**src/rtl/otp_pkg.sv**
```systemverilog
// Shared types and constants for the OTP display session controller.
// The optional LEADING_ZERO_BLANK_EN build uses blank_leading() at digit commit.
package otp_pkg;

    typedef enum logic [1:0] {
        IDLE,
        LOAD,
        CONVERT,
        SHOW
    } otp_state_t;

    localparam int BCD_W      = 4;
    localparam int NUM_DIGITS = 5;
    localparam int HASH_W     = 16;
    localparam int DIGITS_W   = BCD_W * NUM_DIGITS;

    localparam logic [BCD_W-1:0] BLANK_CODE = 4'hF;

    // Replaces zero digits from the most significant end with BLANK_CODE; the units digit is kept.
    function automatic logic [DIGITS_W-1:0] blank_leading(input logic [DIGITS_W-1:0] digits);
        logic [DIGITS_W-1:0] result;
        logic                leading;
        result  = digits;
        leading = 1'b1;
        for (int i = NUM_DIGITS - 1; i > 0; i--) begin
            if (leading && (digits[i*BCD_W +: BCD_W] == '0)) begin
                result[i*BCD_W +: BCD_W] = BLANK_CODE;
            end else begin
                leading = 1'b0;
            end
        end
        return result;
    endfunction

endpackage

```
**src/rtl/bcd_dabble_seq.sv**
```systemverilog
// Serial double-dabble: one add-3/shift step per sysclk, 16 steps per conversion.
// `done` and `bcd` present the result of the step taken on the current edge.
module bcd_dabble_seq
    import otp_pkg::*;
(
    input  logic                sysclk,
    input  logic                rst_n,
    input  logic                start,
    input  logic [HASH_W-1:0]   bin,
    output logic                done,
    output logic [DIGITS_W-1:0] bcd
);

    localparam logic [4:0] LAST_STEP = 5'(HASH_W - 1);

    logic [HASH_W-1:0]   r_bin;
    logic [DIGITS_W-1:0] r_bcd;
    logic [4:0]          r_step;
    logic                r_active;

    logic [DIGITS_W-1:0] w_adj;
    logic [DIGITS_W-1:0] w_shift;

    // NOTE: every always_comb output gets a default first so no path can infer a latch.
    always_comb begin
        w_adj = r_bcd;
        for (int i = 0; i < NUM_DIGITS; i++) begin
            if (r_bcd[i*BCD_W +: BCD_W] >= 4'd5) begin
                w_adj[i*BCD_W +: BCD_W] = r_bcd[i*BCD_W +: BCD_W] + 4'd3;
            end
        end
        w_shift = {w_adj[DIGITS_W-2:0], r_bin[HASH_W-1]};
    end

    // Combinational so the parent can commit all digits on the very edge of the final shift.
    assign done = r_active && (r_step == LAST_STEP);
    assign bcd  = w_shift;

    // NOTE: sequential state uses non-blocking assignments only, so every flop samples pre-edge values.
    always_ff @(posedge sysclk or negedge rst_n) begin
        if (!rst_n) begin
            r_bin    <= '0;
            r_bcd    <= '0;
            r_step   <= '0;
            r_active <= 1'b0;
        end else if (start) begin
            r_bin    <= bin;
            r_bcd    <= '0;
            r_step   <= '0;
            r_active <= 1'b1;
        end else if (r_active) begin
            r_bcd  <= w_shift;
            r_bin  <= {r_bin[HASH_W-2:0], 1'b0};
            r_step <= r_step + 5'd1;
            if (r_step == LAST_STEP) begin
                r_active <= 1'b0;
            end
        end
    end

endmodule

```
**src/rtl/otp_session_ctrl.sv**
```systemverilog
// Button debounce, timed display session and scheduled hash-to-BCD conversion.
// Define LEADING_ZERO_BLANK_EN to output leading zero digits as the blank code.
module otp_session_ctrl
    import otp_pkg::*;
#(
    parameter int DEBOUNCE_TICKS = 4,
    parameter int SHOW_PERIODS   = 3
) (
    input  logic              sysclk,
    input  logic              rst_n,
    input  logic              tick_500hz,
    input  logic              tick_5s,
    input  logic              button_in,
    input  logic [HASH_W-1:0] hash_in,
    output logic [BCD_W-1:0]  D5_out,
    output logic [BCD_W-1:0]  D4_out,
    output logic [BCD_W-1:0]  D3_out,
    output logic [BCD_W-1:0]  D2_out,
    output logic [BCD_W-1:0]  D1_out,
    output logic              display_en,
    output logic              busy
);

    localparam int              DB_W         = (DEBOUNCE_TICKS > 1) ? $clog2(DEBOUNCE_TICKS) : 1;
    localparam logic [DB_W-1:0] DB_LAST      = DB_W'(DEBOUNCE_TICKS - 1);
    localparam logic [3:0]      COUNT_RELOAD = 4'(SHOW_PERIODS);

    logic [1:0]          r_sync;
    logic                r_db_state;
    logic [DB_W-1:0]     r_db_cnt;
    logic                r_press;

    otp_state_t          r_state;
    logic [3:0]          r_count;
    logic                r_pending;
    logic                r_busy;
    logic                r_display_en;
    logic [DIGITS_W-1:0] r_digits;

    logic                w_start;
    logic                w_done;
    logic [DIGITS_W-1:0] w_bcd;
    logic [DIGITS_W-1:0] w_commit;

    always_ff @(posedge sysclk or negedge rst_n) begin
        if (!rst_n) begin
            r_sync <= '0;
        end else begin
            r_sync <= {r_sync[0], button_in};
        end
    end

    // The counter tracks consecutive samples that disagree with the accepted level.
    always_ff @(posedge sysclk or negedge rst_n) begin
        if (!rst_n) begin
            r_db_state <= 1'b0;
            r_db_cnt   <= '0;
            r_press    <= 1'b0;
        end else begin
            r_press <= 1'b0;
            if (tick_500hz) begin
                if (r_sync[1] == r_db_state) begin
                    r_db_cnt <= '0;
                end else if (r_db_cnt == DB_LAST) begin
                    r_db_state <= r_sync[1];
                    r_db_cnt   <= '0;
                    r_press    <= r_sync[1];
                end else begin
                    r_db_cnt <= r_db_cnt + 1'b1;
                end
            end
        end
    end

    assign w_start = (r_state == LOAD);

    bcd_dabble_seq u_dabble (
        .sysclk (sysclk),
        .rst_n  (rst_n),
        .start  (w_start),
        .bin    (hash_in),
        .done   (w_done),
        .bcd    (w_bcd)
    );

`ifdef LEADING_ZERO_BLANK_EN
    assign w_commit = blank_leading(w_bcd);
`else
    assign w_commit = w_bcd;
`endif

    // A tick_5s seen during LOAD/CONVERT is held in r_pending and replayed as one reconversion.
    always_ff @(posedge sysclk or negedge rst_n) begin
        if (!rst_n) begin
            r_state      <= IDLE;
            r_count      <= '0;
            r_pending    <= 1'b0;
            r_busy       <= 1'b0;
            r_display_en <= 1'b0;
            r_digits     <= '0;
        end else begin
            case (r_state)
                IDLE: begin
                    if (r_press) begin
                        r_count <= COUNT_RELOAD;
                        r_state <= LOAD;
                    end
                end
                LOAD: begin
                    r_busy    <= 1'b1;
                    r_pending <= tick_5s;
                    if (r_press) begin
                        r_count <= COUNT_RELOAD;
                    end
                    r_state <= CONVERT;
                end
                CONVERT: begin
                    if (r_press) begin
                        r_count <= COUNT_RELOAD;
                    end
                    if (tick_5s) begin
                        r_pending <= 1'b1;
                    end
                    if (w_done) begin
                        r_digits     <= w_commit;
                        r_busy       <= 1'b0;
                        r_display_en <= 1'b1;
                        r_state      <= (r_pending || tick_5s) ? LOAD : SHOW;
                    end
                end
                SHOW: begin
                    if (r_press) begin
                        r_count <= COUNT_RELOAD;
                        if (tick_5s) begin
                            r_state <= LOAD;
                        end
                    end else if (tick_5s) begin
                        if (r_count <= 4'd1) begin
                            r_count      <= '0;
                            r_display_en <= 1'b0;
                            r_digits     <= '0;
                            r_state      <= IDLE;
                        end else begin
                            r_count <= r_count - 4'd1;
                            r_state <= LOAD;
                        end
                    end
                end
                default: r_state <= IDLE;
            endcase
        end
    end

    assign D5_out     = r_digits[4*BCD_W +: BCD_W];
    assign D4_out     = r_digits[3*BCD_W +: BCD_W];
    assign D3_out     = r_digits[2*BCD_W +: BCD_W];
    assign D2_out     = r_digits[1*BCD_W +: BCD_W];
    assign D1_out     = r_digits[0 +: BCD_W];
    assign display_en = r_display_en;
    assign busy       = r_busy;

endmodule

```
**config.mk**
```make
export PLATFORM = sky130hd
export DESIGN_NAME = otp_session_ctrl
export DESIGN_NICKNAME = d
export VERILOG_FILES = /design/src/rtl/otp_pkg.sv /design/src/rtl/bcd_dabble_seq.sv /design/src/rtl/otp_session_ctrl.sv
export SDC_FILE = /design/constraint.sdc
export NUM_CORES = 1
export LEC_CHECK = 0
export ABC_AREA = 1
export ABC_CLOCK_PERIOD_IN_PS = 3500
export CAP_MARGIN = 25
export CORE_MARGIN = 2
export CORE_UTILIZATION = 50
export CTS_CLUSTER_DIAMETER = 50
export DETAILED_ROUTE_END_ITERATION = 16
export PLACE_DENSITY = 0.72
export SYNTH_ARGS = -nofsm -noshare
export SYNTH_HDL_FRONTEND = slang
export SYNTH_SLANG_ARGS = --single-unit
```
**constraint.sdc**
```tcl
create_clock -name sysclk -period 3.5 [get_ports sysclk]
set_clock_uncertainty 0.2 [all_clocks]
set_input_delay 0.35 -clock sysclk [delete_from_list [all_inputs] [get_ports sysclk]]
set_output_delay 0.35 -clock sysclk [all_outputs]
set_load 0.05 [all_outputs]
```
==> Word level (Yosys, flattened, before mapping) <==
Cells that the tools add are included.
{ "op_classes": {"add_sub_neg": 8, "order_cmp": 6, "n_eq_ne": 14, "muxes": 46, "bitwise": 1, "n_reduce_logical": 13} }
{ "op_table": {"columns": ["operator", "count"], "rows": [
  ["20-bit 2-to-1 mux", 6],
  ["20-bit case mux with 2 select lines", 1],
  ["16-bit 2-to-1 mux", 2],
  ["4-bit 2-to-1 mux", 8],
  ["4-bit by 3-bit >= comparator with 1-bit output, second input constant", 5],
  ["4-bit by 2-bit adder with 4-bit output, second input constant", 4],
  ["2-bit 2-to-1 mux", 8],
  ["1-bit 2-to-1 mux", 13],
  ["5-bit 2-to-1 mux", 2],
  ["2-bit inequality test, second input constant", 5],
  ["2-bit case mux with 4 select lines", 1],
  ["4-bit case mux with 2 select lines", 1],
  ["2-bit equality test, second input constant", 3],
  ["1-bit case mux with 2 select lines", 3],
  ["2-bit AND reduction", 3],
  ["3-bit AND reduction", 2],
  ["2-bit nonzero test", 3],
  ["5-bit by 1-bit adder with 5-bit output, second input constant", 1],
  ["5-bit by 4-bit equality test with 1-bit output, second input constant", 1],
  ["5-bit AND reduction", 1],
  ["4-bit by 1-bit less-or-equal comparator with 1-bit output, second input constant", 1],
  ["2-bit by 1-bit inequality test with 1-bit output, second input constant", 2],
  ["4-bit by 1-bit subtractor with 4-bit output, second input constant", 1],
  ["3-bit by 2-bit adder with 3-bit output, second input constant", 1],
  ["other kinds (10)", 10]
]} }
{ "totals": {"reg_bits": 77, "in_bits": 21, "elab_cells": 102} }

==> Longest topological paths before layout <==
Gate-level depths: netlist (run 1).
{ "logic_depth": {"ltp_word": 5, "ltp_mapped": 10} }

==> Hierarchy <==
From an unflattened synthesis (run 1), not the netlist that was laid out.
{ "hier_totals": {"cells_unflattened": 489, "area_unflattened_um2": 4056.4} }
{ "modules_own_cells": {"columns": ["mod", "instances", "cells_per_inst", "area_per_inst_um2"], "rows": [
  ["bcd_dabble_seq", 1, 307, 2438.6],
  ["otp_session_ctrl", 1, 182, 1617.8]
]} }

==> Worst setup path after synthesis (run 1) <==
No wires, ideal clock.
{ "synth_timing": {"path_kind": "flip-flop to flip-flop", "start": "reg u_dabble.r_step[0]", "end": "reg r_digits[0]", "setup_ns": 0.121, "arrival_time_ns": 1.391, "path_slack_ns": 1.788, "path_stages_with_launch": 11, "n_path_buf": 1, "path_cell_list": "dfrtp_1 ha_1 nand2_1 nor2_1 ha_1 nand2_1 nand2_1 nand3_2 buf_6 o21bai_1 nand2_1"} }
{ "synth_between": {"elab_chain_len": 4} }
{ "synth_rtl": {"columns": ["element", "line", "text"], "rows": [
  ["start: declaration", "bcd_dabble_seq.sv:18", "logic [4:0] r_step;"],
  ["start signal: assignment", "bcd_dabble_seq.sv:54", "r_step <= r_step + 5'd1;"],
  ["5-bit by 4-bit equality test with 1-bit output", "bcd_dabble_seq.sv:36", "assign done = r_active && (r_step == LAST_STEP);"],
  ["1-bit logical AND", "bcd_dabble_seq.sv:36", null],
  ["2-bit by 1-bit inequality test with 1-bit output (no line)", null, null],
  ["5-bit AND reduction (no line)", null, null],
  ["end signal: assignment", "otp_session_ctrl.sv:125", "r_digits <= w_commit;"],
  ["end: declaration", "otp_session_ctrl.sv:38", "logic [DIGITS_W-1:0] r_digits;"]
]} }
No other way between the ends.
A chain may end at the register's enable or synchronous reset.

==> Worst setup path in the final report (run 1) <==
{ "layout_timing": {"start": "reg u_dabble.r_step[1]", "end": "reg r_digits[3]"} }
Same word-level chain as after synthesis.

==> results of run 1 <==
[metrics by stage]
step	setup WS (ns)	total power, W	hold slack (ns)	cells	util
after global routing	0.9945	0.001740	0.1752	625	0.5988
after floorplan	1.788	0.0009641	-0.1456	477	-
after global placement	1.292	0.001009	0.1346	607	0.5679
after CTS	1.203	0.001689	0.1756	624	0.5952
final	1.201	0.001669	0.1669	625	0.5988
after detailed placement	1.225	0.001012	0.1563	607	0.5679
[routing by layer]
| metal | wire length, um | up-vias | share of wire | global-route usage |
|---|---|---|---|---|
| met5 | 0 | - | 0 | 0 |
| met4 | 131 | 0 | 0.017 | 0.08456 |
| met3 | 333 | 11 | 0.044 | 0.03336 |
| met2 | 3489 | 86 | 0.46 | 0.3218 |
| met1 | 3553 | 1517 | 0.47 | 0.2609 |
| li1 | - | 1623 | - | - |
[what timing repair did]
action | CTS | global route
hold endpoints to repair | 69 | 0
hold buffers | 1 | 0
endpoints found under the setup margin | 0 | 0
[power breakdown]
| part | internal (W) | switching, W |
|---|---|---|
| Sequential | 0.000905 | 0.00000838 |
| Clock | 0.000346 | 0.000327 |
| Combinational | 0.0000398 | 0.0000430 |
[worst register-to-register path, cell delays in order, from the launching register on]
cell     delay, ns
dfrtp_1       0.36
ha_1          0.18
nand2_1       0.06
nor2_1        0.09
ha_1          0.17
nand2_1       0.10
nor3_4        0.63
inv_1         0.15
or2_1         0.24
nand2_1       0.06
[registers in the layout (all words and copies together), names as in the netlist]
register and cells:
r_digits 20, u_dabble.r_bcd 20, u_dabble.r_bin 16, u_dabble.r_step 5, r_count 4, r_db_cnt 2, r_state 2, r_sync 2
busy 1, display_en 1, r_db_state 1, r_pending 1, r_press 1, u_dabble.r_active 1
[layout make-up]
type | count | area share
Clock buffer | 10 | 0.02990
Clock inverter | 6 | 0.01359
Inverter | 75 | 0.06116
Multi-Input combinational cell | 310 | 0.3485
Sequential cell | 77 | 0.4186
Tap cell | 102 | 0.02772
Timing Repair Buffer | 45 | 0.1006
[how the worst max path moves through the flow]
| stage | from | to | slack, ns |
|---|---|---|---|
| 6_report | u_dabble.r_step[1]$_DFFE_PN0P_ | r_digits[3]$_DFFE_PN0P_ | 1.20 |
| 5_1_grt | u_dabble.r_step[1]$_DFFE_PN0P_ | r_digits[3]$_DFFE_PN0P_ | 0.99 |
| 4_1_cts | u_dabble.r_step[1]$_DFFE_PN0P_ | r_digits[3]$_DFFE_PN0P_ | 1.20 |
| 3_5_place_dp | u_dabble.r_step[0]$_DFFE_PN0P_ | r_digits[3]$_DFFE_PN0P_ | 1.22 |
| 3_3_place_gp | u_dabble.r_step[0]$_DFFE_PN0P_ | r_digits[3]$_DFFE_PN0P_ | 1.29 |
| 2_1_floorplan | u_dabble.r_step[0]$_DFFE_PN0P_ | r_digits[0]$_DFFE_PN0P_ | 1.79 |
[placed cells by master (no fill, tap or decap), drive strengths merged, types with 6 or more instances in the layout]
master / count
o21ai: 34
a21oi: 9
o22ai: 6
clkdlybuf4s50: 41
nand3: 62
ha: 15
clkbuf: 10
nor2: 12
inv: 75
o21bai: 21
nand4: 7
dfrtp: 77
nand2: 134
[cells by family (layout without fill, tap and decap cells)]
group | count (synthesis) | in the layout
simple gates | 221 | 221
buf+inv | 90 | 136
flops | 77 | 77
compound gates | 74 | 74
fa+ha+maj | 15 | 15
==> results.ini, run 1 <==
[timing]
fmax_mhz = 434.9
timing.setup.tns_ns = 0
worstMarginPinSlew_ns = 0.7984
final_max_slew_viol_count = 0
fin_crit_sh = 0.6570
fin_crit_ns = 2.299
hold_viol_final = 0
rsz0062_at_grt = no
setup_viol = 0
slew_headroom = 0.4660

[clock_tree]
clkLatencyLatePin_ns = 0.35
clkSlewWorstSetupHoldPaths_ns = 0.08
cts_buffers = 9
ctsResizeCount = 0
post-cts-setup-buffers = 0
cts-root-buf = clkbuf_8
clkSinkCount = 77
h-tree-depth = 3
clockBufferDepth = 2
tritoncts = built

[placement]
dpl-instance-area_um2 = 4365
port_buffers = 42
dp_hpwl_um = 5078
place.gp.congestion = 0.8485

[die]
start_util = 0.5116
die_w_um = 92.69
dieArea_um2 = 8591
core_area_um2 = 7687
ios = 43
die_h_um = 92.69
rows = 32

[grt]
grt_max_degree = 78
first_global_vias = 3097
grt_overflow = 0
antenna_found_initial = 0
grt_pass1_wl_um = 13510
grt_use_total = 0.1971

[drt]
wire_per_inst_um = 12.01
num_vias = 3237
drc = 0
vias_per_cell = 5.179
drt_iter0_markers = 212
dr.pass1.iters = 5
postRouteAntennaNets = 0
routed_wl_um = 7508

[setup_path]
ff2ff_setup_slack_ns = 1.20
cp_max_fo = 20
critPathTopFamily = simple AND/OR/NAND/NOR gates
arrival_ns = 2.39
slowest_stage = nor3_4
startpoint_type = flop
required_ns = 3.59
r2r_end = r_digits[3]$_DFFE_PN0P_
cp_common_cell = nand2_1
r2r-start = u_dabble.r_step[1]$_DFFE_PN0P_
rr_worst_depth = 9
crit_type = flop to flop
cp_num_buf_inv = 1
path_cells = ha_1, nand2_1, nor2_1, ha_1, nand2_1, nor3_4, inv_1, or2_1, nand2_1
path_depth = 9
slowest_delay_ns = 0.63
end_kind = flop

[synth]
ys_warn_count = 0
async_flop_share = 1.000
synth_top_area_share = 0.4900
synth_seq_cells = 77
ys_types = 27
synth_ff_type = dfrtp_1
synth_seq_area_share = 0.4900
synth_compound_area_frac = 0.1129
yosys.area_share.xor_xnor = 0
synthMuxAreaShare = 0
synth-simple-area-share = 0.2472
synth_edf_count = 0
yosys.cell_count.top_type = nand2_1
syn_area_um2 = 3933
avgSynthCellArea_um2 = 8.244
synthAdderAreaFrac = 0.04773
ys_top_cells_by_area = dfrtp_1 (49%), nand2_1 (13%), nand3_1 (7.8%), inv_1 (7.0%), ha_1 (4.8%)
synth_top_family_by_area = simple AND/OR/NAND/NOR gates
synth_top_cell_by_area = dfrtp_1
synth_nets = 513
synth_common_cells = nand2_1 (131), dfrtp_1 (77), inv_1 (73), nand3_1 (61), o21ai_0 (33)
synth_cells = 477

[flow_run]
drv_cap = 0

[power_and_ir_drop]
ir_drop_mv = 0.1562
p_leak_nw = 2.258
p_per_area_nw_per_um2 = 362.6

[final_layout]
fin_nets = 554
antennaDiodeCount = 0
seqCellArea_um2 = 1927
stdcell_area_um2 = 4603
layout-drive-gt1-share = 0.05545
nFillCells = 692
syn2layout_area_growth_pct = 17.05
multi_input_area_um2 = 1604

[hold_path]
hp-start = r_sync[0]$_DFF_PN0_
hold_path_end = r_sync[1]$_DFF_PN0_
hold_depth = 0
min_path_type = flop to flop

[status]
outcome = complete, no violations

Note: power is estimated with default switching activity, not from simulation.
==> inputs of run 2 (changes only) <==
--- a/config.mk
+++ b/config.mk
@@ -6,7 +6,7 @@
 export NUM_CORES = 1
 export LEC_CHECK = 0
 export ABC_AREA = 1
-export ABC_CLOCK_PERIOD_IN_PS = 3500
+export ABC_CLOCK_PERIOD_IN_PS = 2180
 export CAP_MARGIN = 25
 export CORE_MARGIN = 2
 export CORE_UTILIZATION = 50
==> constraint.sdc (replaced) <==
create_clock -name sysclk -period 2.18 [get_ports sysclk]
set_clock_uncertainty 0.2 [all_clocks]
set_input_delay 0.218 -clock sysclk [delete_from_list [all_inputs] [get_ports sysclk]]
set_output_delay 0.218 -clock sysclk [all_outputs]
set_load 0.05 [all_outputs]
==> run 2 against run 1 <==
  * Routed wire length is 3.2% higher
  * Setup slack worse by 0.98 ns
  * Global-route usage up 0.35 points
  * Clock power up 60%
  * Combinational power rose by 58%
  * Register-to-register slack lost 0.93 ns
  * Die area unchanged
==> results.ini, run 2 (synthesized netlist as in run 1, its figures left out) <==
[status]
outcome = complete, no violations  ; unchanged

[grt]
first_global_vias = 3130  ; was 3097
antenna_found_initial = 0  ; unchanged
grt_max_degree = 47  ; was 78
grt_overflow = 0  ; unchanged
grt_use_total = 0.2006  ; was 0.1971
grt_pass1_wl_um = 13700  ; was 13510 um

[die]
die_h_um = 92.69  ; unchanged
start_util = 0.5116  ; unchanged
die_w_um = 92.69  ; unchanged
ios = 43  ; unchanged
core_area_um2 = 7687  ; unchanged
dieArea_um2 = 8591  ; unchanged
rows = 32  ; unchanged

[final_layout]
layout-drive-gt1-share = 0.06616  ; was 0.05545
reg_top3 = r_digits (20), u_dabble.r_bcd (20), u_dabble.r_bin (16)  ; unchanged
stdcell_area_um2 = 4659  ; was 4603 um2
layout_common_cells = nand2_1 (131), dfrtp_1 (77), inv_1 (73)  ; unchanged
antennaDiodeCount = 0  ; unchanged
final_common_cell = nand2_1  ; unchanged
fin_nets = 561  ; was 554
syn2layout_area_growth_pct = 18.49  ; was 17.05%

[setup_path]
cp_max_fo = 2  ; was 20
cp_num_buf_inv = 1  ; unchanged
slowest_delay_ns = 0.81  ; was 0.63 ns
path_cells = clkdlybuf4s50_1  ; was ha_1, nand2_1, nor2_1, ha_1, nand2_1, nor3_4, inv_1, or2_1, nand2_1
crit_type = flop to output pin  ; was flop to flop
end_kind = output pin  ; was flop
arrival_ns = 1.54  ; was 2.39 ns
critPathTopFamily = buffers and inverters  ; was simple AND/OR/NAND/NOR gates
slowest_stage = clkdlybuf4s50_1  ; was nor3_4
startpoint_type = flop  ; unchanged
required_ns = 1.76  ; was 3.59 ns

[drt]
num_vias = 3204  ; was 3237
vias_per_cell = 5.078  ; was 5.179
drt_iter0_markers = 228  ; was 212
routed_wl_um = 7750  ; was 7508 um
wire_per_inst_um = 12.28  ; was 12.01 um
dr.pass1.iters = 4  ; was 5
postRouteAntennaNets = 0  ; unchanged
drc = 0  ; unchanged

[placement]
dpl-instance-area_um2 = 4451  ; was 4365 um2
dp_hpwl_um = 5445  ; was 5078 um
place.gp.congestion = 0.8892  ; was 0.8485
place_worst_setup_slack_ns = 0.3126  ; was 1.225 ns
port_buffers = 42  ; unchanged

[clock_tree]
clkLatencyLatePin_ns = 0.35  ; about the same
clkSlewWorstSetupHoldPaths_ns = 0.08  ; about the same
clkSinkCount = 77  ; unchanged
cts_buffers = 9  ; unchanged
post-cts-setup-buffers = 0  ; unchanged
h-tree-depth = 3  ; unchanged
cts-root-buf = clkbuf_8  ; unchanged
clockBufferDepth = 2  ; unchanged
tritoncts = built  ; unchanged

[timing]
slew_headroom = 0.6669  ; was 0.4660
worstMarginPinSlew_ns = 0.4982  ; was 0.7984 ns
hold_viol_final = 0  ; unchanged
whs_ns = 0.09989  ; was 0.1669 ns
setup_viol = 0  ; unchanged
final_max_slew_viol_count = 0  ; unchanged
worst_slack_ns = 0.2229  ; was 1.201 ns
fin_crit_sh = 0.8978
fmax_mhz = 511.0
rsz0062_at_grt = no  ; unchanged
timing.setup.tns_ns = 0  ; unchanged
fin_crit_ns = 1.957

[flow_run]
drv_cap = 0  ; unchanged

[power_and_ir_drop]
total_power_w = 0.002682  ; was 0.001669 W
ir_drop_mv = 0.3436  ; was 0.1562 mV
p_leak_nw = 2.300  ; was 2.258 nW
p_per_area_nw_per_um2 = 575.6  ; was 362.6 nW/um2

[hold_path]
min_path_type = input pin to flop  ; was flop to flop

-- run 2: cell types whose count changed in the layout (fill, tap and decap cells not counted), sizes merged --
cell and delta:
buf +7, clkinvlp -2, clkbuf +1
-- run 2: where the power goes --
part	internal, W	total, W	switching, W
logic	0.0000627	0.000131	0.0000687
clock network	0.000581	0.00108	0.000501
registers	0.00145	0.00147	0.0000150
total	0.00210	0.00268	0.000585
-- run 2: worst paths after layout --
check                                                     from                        endpoint  slack (ns)  cells past startpoint
worst min-delay path                                 button_in             r_sync[0]$_DFF_PN0_         0.1                      1
worst max register to register  u_dabble.r_step[0]$_DFFE_PN0P_        r_digits[18]$_DFFE_PN0P_        0.27                     10
max in group asynchronous                                rst_n         r_digits[5]$_DFFE_PN0P_        1.06                      3
min in group asynchronous                                rst_n  u_dabble.r_bcd[19]$_DFFE_PN0P_        0.15                      2
worst min register to register             r_sync[0]$_DFF_PN0_             r_sync[1]$_DFF_PN0_        0.16                      0
worst max-delay path                   r_digits[2]$_DFFE_PN0P_                       D1_out[2]        0.22                      1
-- run 2: per-layer routing --
metal | global-route usage | share of wire | vias to the layer above | routed length, um
li1 | - | - | 1631 | -
met1 | 0.2527 | 0.46 | 1493 | 3570
met2 | 0.3425 | 0.49 | 72 | 3765
met3 | 0.03499 | 0.041 | 8 | 321
met4 | 0.08333 | 0.012 | 0 | 93
met5 | 0 | 0 | - | 0
-- run 2: layout make-up --
cell class	count	area, um2
clock buffers	11	151.4
inverters	75	281.5
well taps	102	127.6
repair buffers	52	520.5
clock inverters	4	47.55
multi-input cells	310	1604
flip-flops and latches	77	1927
fillers	711	3028
-- run 2: timing repair --
item                                   in CTS  in global routing
gates resized for setup                     0                  0
endpoints found under the hold margin      31                  0
hold buffers                                1                  0
-- run 2: worst reg2reg max path: stages, from the launching register on --
cell,delay (ns)
dfrtp_1,0.36
ha_1,0.20
nand2_1,0.06
nor2_1,0.09
ha_1,0.16
nand2_1,0.10
nand2_1,0.14
nand3_2,0.06
buf_4,0.21
o21bai_1,0.16
nand2_1,0.07
-- run 2: per-stage QoR --
step,utilization,std cells
after floorplan,-,477
after global placement,0.5789,615
after detailed placement,0.5789,615
after CTS,0.6061,631
after global routing,0.6061,631
final,0.6061,631
==> inputs of run 3 (changes only) <==
--- a/config.mk
+++ b/config.mk
@@ -15,4 +15,5 @@
 export PLACE_DENSITY = 0.72
 export SYNTH_ARGS = -nofsm -noshare
 export SYNTH_HDL_FRONTEND = slang
+export SYNTH_HIERARCHICAL = 1
 export SYNTH_SLANG_ARGS = --single-unit
==> run 3 against run 2 <==
  * Power up 5.0%
  * Design area up 2.6%
  * Sequential cell count unchanged
  * Maximum frequency down 0.69%
  * Largest power group unchanged
==> results.ini, run 3 <==
[final_layout]
layout-drive-gt1-share = 0.1076  ; was 0.06616
layout_common_cells = nand2_1 (133), dfrtp_1 (77), inv_1 (66)  ; was nand2_1 (131), dfrtp_1 (77), inv_1 (73)
final_core_util = 0.6123  ; was 0.6061
final_common_cell = nand2_1  ; unchanged
fin_nets = 570  ; was 561
antennaDiodeCount = 0  ; unchanged
syn2layout_area_growth_pct = 17.86  ; was 18.49%
reg_top3 = r_digits (20), u_dabble/r_bcd (20), u_dabble/r_bin (16)  ; was r_digits (20), u_dabble.r_bcd (20), u_dabble.r_bin (16)

[power_and_ir_drop]
p_per_area_nw_per_um2 = 588.9  ; was 575.6 nW/um2
ir_drop_mv = 0.3139  ; was 0.3436 mV
p_leak_nw = 2.375  ; was 2.300 nW

[grt]
grt_pass1_wl_um = 14410  ; was 13700 um
grt_max_degree = 44  ; was 47
grt_use_total = 0.2077  ; was 0.2006
first_global_vias = 3188  ; was 3130
antenna_found_initial = 0  ; unchanged
grt_overflow = 0  ; unchanged

[synth]
synth_nets = 525  ; was 513
synth_ff_type = dfrtp_1  ; unchanged
ys_types = 31  ; was 27
synth_top_area_share = 0.4750  ; was 0.4900
ys_top_cells_by_area = dfrtp_1 (48%), nand2_1 (12%), inv_1 (6.1%), nand3_1 (5.8%), ha_1 (4.6%)  ; was dfrtp_1 (49%), nand2_1 (13%), nand3_1 (7.8%), inv_1 (7.0%), ha_1 (4.8%)
async_flop_share = 1.000  ; unchanged
synth_common_cells = nand2_1 (133), dfrtp_1 (77), inv_1 (66), nand3_1 (47), o21ai_0 (25)  ; was nand2_1 (131), dfrtp_1 (77), inv_1 (73), nand3_1 (61), o21ai_0 (33)
synth_seq_area_share = 0.4750  ; was 0.4900
yosys.cell_count.top_type = nand2_1  ; unchanged
synth_top_cell_by_area = dfrtp_1  ; unchanged
syn_area_um2 = 4056  ; was 3933 um2
synth_seq_cells = 77  ; unchanged
synth_cells = 489  ; was 477
ys_warn_count = 6  ; was 0
synth_edf_count = 0  ; unchanged
avgSynthCellArea_um2 = 8.295  ; was 8.244 um2

[drt]
postRouteAntennaNets = 0  ; unchanged
drt_iter0_markers = 211  ; was 228
routed_wl_um = 8324  ; was 7750 um
wire_per_inst_um = 12.99  ; was 12.28 um
drc = 0  ; unchanged
vias_per_cell = 5.136  ; was 5.078
num_vias = 3292  ; was 3204
dr.pass1.iters = 5  ; was 4

[clock_tree]
clkSinkCount = 77  ; unchanged
clkLatencyLatePin_ns = 0.35  ; about the same
cts-root-buf = clkbuf_8  ; unchanged
tritoncts = built  ; unchanged
post-cts-setup-buffers = 0  ; unchanged
clockBufferDepth = 2  ; unchanged
cts_buffers = 9  ; unchanged
h-tree-depth = 3  ; unchanged
clkSlewWorstSetupHoldPaths_ns = 0.08  ; about the same

[setup_path]
startpoint_type = flop  ; unchanged
cp-startpoint = u_dabble/r_step[1]$_DFFE_PN0P_  ; was r_digits[2]$_DFFE_PN0P_
cp_common_cell = nand2_1
arrival_ns = 2.01  ; was 1.54 ns
r2r-start = u_dabble/r_step[1]$_DFFE_PN0P_  ; was u_dabble.r_step[0]$_DFFE_PN0P_
critPathTopFamily = simple AND/OR/NAND/NOR gates  ; was buffers and inverters
crit_type = flop to flop  ; was flop to output pin
r2r_end = r_digits[19]$_DFFE_PN0P_  ; was r_digits[18]$_DFFE_PN0P_
slowest_stage = dfrtp_1  ; was clkdlybuf4s50_1
end_kind = flop  ; was output pin
path_cells = ha_1, nand2_1, nor2_1, ha_1, nand2_1, inv_1, inv_1, nand3_2, nand2_2, nor2_4, nand2_4, nand2_1, nand2_1  ; was clkdlybuf4s50_1
cp_max_fo = 11  ; was 2
rr_worst_depth = 13  ; was 10
ff2ff_setup_slack_ns = 0.21  ; was 0.27 ns
path_depth = 13  ; was 1
slowest_delay_ns = 0.37  ; was 0.81 ns
worstSetupEndpoint = r_digits[19]$_DFFE_PN0P_  ; was D1_out[2]
cp_num_buf_inv = 2  ; was 1
required_ns = 2.22  ; was 1.76 ns

[hold_path]
min_path_type = input pin to flop  ; unchanged
hold_depth = 1  ; unchanged

[timing]
worstMarginPinSlew_ns = 0.5066  ; was 0.4982 ns
final_max_slew_viol_count = 0  ; unchanged
fmax_mhz = 507.4  ; was 511.0 MHz
fin_crit_sh = 0.9040  ; was 0.8978
hold_viol_final = 0  ; unchanged
fin_crit_ns = 1.971  ; was 1.957 ns
setup_viol = 0  ; unchanged
timing.setup.tns_ns = 0  ; unchanged
rsz0062_at_grt = no  ; unchanged
slew_headroom = 0.6612  ; was 0.6669

[die]
die_h_um = 94.07  ; was 92.69 um
rows = 32  ; unchanged
ios = 43  ; unchanged
die_w_um = 94.07  ; was 92.69 um
start_util = 0.5196  ; was 0.5116
core_area_um2 = 7807  ; was 7687 um2
dieArea_um2 = 8849  ; was 8591 um2

[status]
outcome = complete, no violations  ; unchanged

[placement]
port_buffers = 42  ; unchanged
place.gp.congestion = 0.8284  ; was 0.8892
dp_hpwl_um = 5671  ; was 5445 um

[flow_run]
drv_cap = 0  ; unchanged

run 3: cell count changes after synthesis, sizes merged, moves of 4 or more:
cell / previous run / this run
nand3: 62 / 54
inv: 75 / 70
nor2: 12 / 16
and2: 0 / 10
a21boi: 0 / 4
o211ai: 4 / 12
o21ai: 34 / 28
o21bai: 21 / 0
nand2: 134 / 151
run 3: final cells by class:
cell class              instances  area (um2)
clock buffers                  10       127.6
multi-input cells             325        1740
repair buffers                 51       500.5
flip-flops and latches         77        1927
fillers                       695        3027
well taps                     102       127.6
clock inverters                 6       87.58
inverters                      70       270.3
run 3: where the power goes:
group	internal, W	switching, W
clock	0.000643	0.000539
sequential	0.00146	0.0000211
combinational	0.0000698	0.0000814
total	0.00217	0.000642
run 3: metal layers:
metal / vias up / track usage / routed length [um]
met2: 59 / 0.3446 / 3980
met5: - / 0 / 0
li1: 1670 / - / -
met4: 0 / 0.08816 / 136
met1: 1549 / 0.2713 / 3947
met3: 14 / 0.03130 / 259
run 3: kinds of logic (layout without fill, tap and decap cells):
kind of cell | Yosys count | after routing | share of synthesized area
flops | 77 | 77 | 0.4750
simple gates | 243 | 244 | 0.2798
fa+ha+maj | 15 | 15 | 0.04627
compound gates | 66 | 66 | 0.09778
buf+inv | 88 | 137 | 0.1012
run 3: stage by stage:
stage          std cells  cell area (um2)  setup WS (ns)  power, W  hold WS, ns
5_1_grt              641             4781        0.03423  0.002941       0.1148
2_1_floorplan        489             4056         0.3719  0.001576      -0.2776
3_3_place_gp         623             4534         0.1475  0.001657     0.005975
3_5_place_dp         623             4534        0.06423  0.001666      0.01210
4_1_cts              640             4760        0.05433  0.002850       0.1056
6_report             641             4781         0.2093  0.002816       0.1059
run 3: repair_timing:
item | 4_1_cts | 5_1_grt
resized for setup | 0 | 3
hold buffers | 1 | 0
hold endpoints to repair | 34 | 0
endpoints found under the setup margin | 0 | 21
run 3: worst min path at each step:
stage	from	endpoint	slack (ns)
after floorplan	rst_n	busy$_DFFE_PN0P_	-0.28
after global placement	rst_n	u_dabble/r_bin[10]$_DFFE_PN0P_	0.006
after detailed placement	rst_n	u_dabble/r_bin[10]$_DFFE_PN0P_	0.01
after CTS	button_in	r_sync[0]$_DFF_PN0_	0.11
after global routing	button_in	r_sync[0]$_DFF_PN0_	0.11
final	button_in	r_sync[0]$_DFF_PN0_	0.11
